**src/rtl/online_otf_converter.sv**
```systemverilog
// Signed-digit type shared with the online divider, plus an on-the-fly converter
// that turns an MSDF quotient digit stream into a two's-complement result.
package rbr_pkg;
    typedef struct packed {
        logic plus;
        logic minus;
    } signed_digit;
endpackage

module online_otf_converter
    import rbr_pkg::*;
#(
    parameter int WIDTH        = 48,
    parameter int ONLINE_DELAY = 4
) (
    input  logic        clk,
    input  logic        rst,
    input  logic        start,
    input  logic        en,
    input  signed_digit q,
    output logic [WIDTH:0] result,
    output logic        valid,
    output logic        busy
);

    localparam int CW = $clog2(ONLINE_DELAY + WIDTH + 1);
    localparam logic [CW-1:0] SKIP_END    = CW'(ONLINE_DELAY);
    localparam logic [CW-1:0] COLLECT_END = CW'(ONLINE_DELAY + WIDTH);

    typedef enum logic [1:0] {
        IDLE,
        SKIP,
        COLLECT,
        DONE
    } state_t;

    state_t          state;
    logic [CW-1:0]   cnt;
    logic [CW-1:0]   cnt_inc;
    logic [WIDTH:0]  acc_q;
    logic [WIDTH:0]  acc_qm;
    logic [WIDTH:0]  q_nxt;
    logic [WIDTH:0]  qm_nxt;
    logic            digit_pos;
    logic            digit_neg;

    // {1,1} falls through to the zero-digit branch along with {0,0}.
    assign digit_pos = q.plus & ~q.minus;
    assign digit_neg = q.minus & ~q.plus;
    assign cnt_inc   = cnt + CW'(1);

    // Q tracks the converted value, QM tracks Q-1 in the same weight.
    always_comb begin
        q_nxt  = {acc_q[WIDTH-1:0], 1'b0};
        qm_nxt = {acc_qm[WIDTH-1:0], 1'b1};
        if (digit_pos) begin
            q_nxt  = {acc_q[WIDTH-1:0], 1'b1};
            qm_nxt = {acc_q[WIDTH-1:0], 1'b0};
        end else if (digit_neg) begin
            q_nxt  = {acc_qm[WIDTH-1:0], 1'b1};
            qm_nxt = {acc_qm[WIDTH-1:0], 1'b0};
        end
    end

    always_ff @(posedge clk) begin
        if (rst) begin
            state  <= IDLE;
            cnt    <= '0;
            acc_q  <= '0;
            acc_qm <= '1;
            result <= '0;
            valid  <= 1'b0;
            busy   <= 1'b0;
        end else begin
            valid <= 1'b0;
            if (start) begin
                // A start in any state aborts whatever is in flight.
                cnt    <= '0;
                acc_q  <= '0;
                acc_qm <= '1;
                busy   <= 1'b1;
                state  <= (ONLINE_DELAY == 0) ? COLLECT : SKIP;
            end else begin
                case (state)
                    IDLE: begin
                        state <= IDLE;
                    end
                    SKIP: begin
                        if (en) begin
                            cnt <= cnt_inc;
                            if (cnt_inc == SKIP_END) begin
                                state <= COLLECT;
                            end
                        end
                    end
                    COLLECT: begin
                        if (en) begin
                            cnt    <= cnt_inc;
                            acc_q  <= q_nxt;
                            acc_qm <= qm_nxt;
                            if (cnt_inc == COLLECT_END) begin
                                state  <= DONE;
                                result <= q_nxt;
                                valid  <= 1'b1;
                                busy   <= 1'b0;
                            end
                        end
                    end
                    DONE: begin
                        state <= IDLE;
                    end
                    default: begin
                        state <= IDLE;
                    end
                endcase
            end
        end
    end

endmodule

```
**config.mk**
```make
export PLATFORM = sky130hd
export DESIGN_NAME = online_otf_converter
export DESIGN_NICKNAME = d
export VERILOG_FILES = /design/src/rtl/online_otf_converter.sv
export SDC_FILE = /design/constraint.sdc
export NUM_CORES = 1
export LEC_CHECK = 0
export ABC_AREA = 1
export BUFFER_PORTS_ARGS = -buffer_cell sky130_fd_sc_hd__buf_2
export CORE_MARGIN = 3
export CORE_UTILIZATION = 25
export DETAILED_ROUTE_END_ITERATION = 8
export GPL_TIMING_DRIVEN = 0
export PLACE_DENSITY_LB_ADDON = 0.05
export SLEW_MARGIN = 20
export SYNTH_ARGS = -nofsm -noshare
export SYNTH_HDL_FRONTEND = slang
export SYNTH_SLANG_ARGS = --single-unit
```
**constraint.sdc**
```tcl
create_clock -name clk -period 1.65 [get_ports clk]
set_input_delay 0.165 -clock clk [delete_from_list [all_inputs] [get_ports clk]]
set_output_delay 0.165 -clock clk [all_outputs]
set_load 0.03 [all_outputs]
```
* Word level (Yosys, flattened, before mapping) *
Index checks and enable logic that the tools add are counted.

storage, ports and cells
  register bits = 155
  output and inout bits = 51
  input port bits = 6

operators by class
  reductions and logical operators = 14
  $add $sub $neg = 1
  eq/ne operators = 13
  mux-type cells = 15
  bitwise operators = 7

operators by type and width
  operator                                             number
  two-way mux 49 bit                                   2
  two-way mux 48 bit                                   1
  != test 3 bit, second input constant                 4
  AND reduction 4 bit                                  3
  two-way mux 2 bit                                    4
  != test 2 bit, second input constant                 4
  two-way mux 1 bit                                    7
  adder 6 x 1 -> 6 bit, second input constant          1
  equality test 6 x 3 -> 1 bit, second input constant  1
  equality test 6 bit, second input constant           1
  one-hot mux 2 bit (3 select lines)                   1
  nonzero test 2 bit                                   3
  OR reduction 2 bit                                   3
  inverter 1 bit                                       5
  equality test 2 bit, second input constant           2
  AND reduction 2 bit                                  2
  OR reduction 4 bit                                   1
  AND reduction 3 bit                                  1
  AND 1 bit                                            2
  equality test 2 x 1 -> 1 bit, second input constant  1
  logical NOT 2 bit                                    1

* Logic depth before layout (Yosys ltp) *
  depth in word-level cells = 6
  depth in mapped cells = 10
  gate-level depth less buffers = 10

* Worst setup path before layout *
No wires, ideal clock.

  path type = register -> register
  start = reg state[0]
  end = reg acc_qm[46]
  data required time = 1.505 ns
  path slack = 0.122 ns
  stages on the path, launching flop included = 8
  clock period less this slack = 1.528 ns
  arrival = 1.384 ns
  path buffers = 2
  path through = dfxtp_1 > inv_1 > ha_1 > nand2_1 > inv_2 > clkbuf_1 > clkbuf_1 > o221ai_1

between the ends
  cells in the longest elaborated chain, start to end = 2

ends and longest elaborated chain
  element                        RTL line  source
  start: declaration             37        state_t state;
  start signal: assignment       82        state <= (ONLINE_DELAY == 0) ? COLLECT : SKIP;
  equality test 2 bit            84        case (state)
  AND reduction 2 bit (no line)  --
  end signal: assignment         100       acc_qm <= qm_nxt;
  end: declaration               41        logic [WIDTH:0] acc_qm;

No other way between the ends.
A chain may end at the register's enable or synchronous reset.

* Worst setup path in the final report *
  start = reg cnt[1]
  end = reg result[42]

between the ends
  cells in the longest elaborated chain, start to end = 3

ends and longest elaborated chain
  element                        RTL line  source
  start: declaration             38        logic [CW-1:0] cnt;
  start signal: assignment       90        cnt <= cnt_inc;
  start signal: assignment       98        cnt <= cnt_inc;
  adder 6 x 1 -> 6 bit           50        assign cnt_inc = cnt + CW'(1);
  equality test 6 bit            101       if (cnt_inc == COLLECT_END) begin
  AND reduction 4 bit (no line)  --
  end signal: assignment         103       result <= q_nxt;
  end: declaration               21        output logic [WIDTH:0] result,

No other way between the ends.

==> results_dict.tcl <==
set metrics [dict create \
    drc 0 \
    synth_common_cells "256 x nand2_1, 155 x dfxtp_1, 145 x nand3_1, 89 x o211ai_1, 71 x inv_1" \
    arrival_ps 1990 \
    syn-cell-area_mm2 0.00677 \
    dp_slack_ps -670 \
    grtUsageTotal 0.151 \
    initial_core_util 0.257 \
    max_slew_margin 0.578 \
    worstPathRequired_ps 2020 \
    htreeDepth 4 \
    worstSetupPathType "register to register" \
    yosys-top-cells-area "dfxtp_1 46%, nand2_1 14%, nand3_1 11%, o211ai_1 9.9%, o21ai_0 4.3%" \
    fp-row-count 59 \
    cts_tree "built" \
    nets 1029 \
    synthAdderAreaFrac 0.00924 \
    crit_fanout 5 \
    leakage_nw 4.36 \
    antenna_found_initial 0 \
    rsz0062_at_grt "true" \
    hold_violations 0 \
    fp.dieW_um 171 \
    synthSimpleGateAreaFrac 0.290 \
    drt_iter0_drc 289 \
    diodes 0 \
    antenna_left 0 \
    synth-edff-count 0 \
    grt_max_degree 17 \
    async_flop_share 0 \
    status "finished clean" \
    synth_ff_type "dfxtp_1" \
    fillCellCount 2926 \
    yosysUniqueCellTypes 22 \
    fmax_mhz 620 \
    cts-root-buf "clkbuf_16" \
    cts_sinks 155 \
    via_per_inst 4.75 \
    cts_buffers 17 \
    place_congestion 0.729 \
    portBuffers 56 \
    die_area_mm2 0.0291 \
    yosys.area.top_type "dfxtp_1" \
    firstDrtPassIters 5 \
    avgSynthCellArea_um2 7.27 \
    synthCells 931 \
    dp_hpwl_um 14800 \
    cts_buffer_depth 2 \
    cap_viol_max_count 0 \
    totalWireLength_um 21400 \
    grt_pass1_wl_um 35000 \
    p_int_mw 6.45 \
    num_vias 6485 \
    ys_ff_latch 155 \
    dp.cells 1322 \
    synthXorXnorAreaFrac 0 \
    p_comb_frac 0.058 \
    synth-compound-area-share 0.157 \
    cp-start-kind "register" \
    clkPwrFrac 0.496 \
    clkSlewWorstSetupHoldPaths_ps 60 \
    ys_seq_area_frac 0.458 \
    fin_ws_ps 36.5 \
    ir_drop_uv 582 \
    finalCritPeriodShare 0.978 \
    areaGrowthSynthToFinish_pct 25.9 \
    crit_path_end_kind "register" \
    fin_tns_setup_ps 0 \
    finClkSkew_ps 13.4 \
    switching_share 0.240 \
    switchingPower_mw 2.04 \
    clk_latency_ps 430 \
    coreArea_mm2 0.0264 \
    wl_per_cell_um 15.7 \
    final_util 0.324 \
    hp-class "input pin to register" \
    pwr-share-seq 0.445 \
    final_cells 1365 \
    syn_nets 942 \
    report.final.slew_viol_count 0 \
    die_h_um 171 \
    synth_top_family_by_area "simple AND/OR/NAND/NOR gates" \
    synth_top_area_share 0.458 \
    grt_remaining_overflow 0 \
    tightest_slew_ps 634 \
    synth_most_common_cell "nand2_1" \
    drive_above_1_share 0.172 \
    yosys_warnings 0 \
    period_needed_ps 1610 \
    powerDensity_mw_per_mm2 996 \
    grt_pass1_vias 6446 \
    ios 57 \
    setup_viol 0 \
    muxShareOfSynthArea 0 \
]
==> sequential cells by signal, indices dropped and copies added (netlist names) <==
name / count
state: 2
cnt: 6
busy: 1
acc_qm: 48
result: 49
valid: 1
acc_q: 48
==> layout by cell type, fill, tap and decap left out, drive strengths merged, types with 8 or more instances in the layout <==
cell	Yosys	final
nand2	257	257
dfxtp	155	155
nand3	145	145
buf	22	90
o211ai	89	89
inv	72	73
clkbuf	48	67
o21ai	58	58
nor2	56	56
a21oi	8	8
==> kinds of logic (layout without fill, tap and decap cells) <==
group | after synthesis | after routing
buffers and inverters | 142 | 241
DFF | 155 | 155
and+or+nand+nor | 466 | 466
adders and majority gates | 5 | 5
AOI/OAI and AO/OA | 163 | 163
==> cell type report <==
class / instances / area (um^2) / area share
sequential: 155 / 3120 / 0.366
clock inverter: 11 / 168 / 0.0197
multi-input combinational: 634 / 3220 / 0.378
buffer: 69 / 408 / 0.0478
tap: 335 / 419 / 0.0491
inverter: 72 / 278 / 0.0326
clock buffer: 20 / 447 / 0.0524
timing repair buffer: 69 / 465 / 0.0546
==> worst max-delay path, cell delays in order (launching register included) <==
cell       delay (ps)
dfxtp_4           380
ha_4              160
nand4_1           150
nor3_4            230
nand2_4           100
nor2_4            130
buf_6             170
clkbuf_16         160
nand2_2            40
nand2_1            40
==> stage by stage <==
| stage | total power [mW] | hold WS (ps) | area [um^2] |
|---|---|---|---|
| detailed placement | 4.36 | 432 | 7470 |
| global route | 8.86 | 65.8 | 8530 |
| CTS | 8.65 | 29.2 | 8260 |
| global placement | 4.36 | 428 | 7470 |
| finish | 8.50 | 70.7 | 8530 |
| floorplan | 4.18 | 234 | 6770 |
==> routing by layer <==
layer / global-route usage / wire, um / part of all wire
met5: 0 / 0 / 0
met4: 0.0406 / 253 / 0.012
met3: 0.0303 / 636 / 0.030
met2: 0.251 / 10100 / 0.47
met1: 0.201 / 10400 / 0.49
==> power by group through the flow <==
stage | clock, mW | sequential (mW) | combinational [mW]
floorplan | 0 | 3.87 | 0.308
global placement | 0 | 3.87 | 0.491
detailed placement | 0 | 3.87 | 0.485
CTS | 4.37 | 3.78 | 0.498
global route | 4.51 | 3.78 | 0.567
finish | 4.22 | 3.78 | 0.496
==> worst paths after layout <==
kind / startpoint / end / slack [ps] / cells past startpoint
setup / recovery: cnt[1]$_SDFFE_PP0P_ / result[42]$_SDFFE_PP0P_ / 40 / 9
hold reg to reg: result[1]$_SDFFE_PP0P_ / result[1]$_SDFFE_PP0P_ / 460 / 2
setup reg to reg: cnt[1]$_SDFFE_PP0P_ / result[42]$_SDFFE_PP0P_ / 40 / 9
hold / removal: start / busy$_SDFFE_PP0P_ / 70 / 2
==> what timing repair did <==
action,in CTS,in global routing
cloned,0,3
setup endpoints to repair,147,132
buffers inserted,7,2
endpoints found under the hold margin,1,0
hold buffers,1,0
pin swaps,4,13
gates resized for setup,44,76
Power figures use the tool's default switching activity.
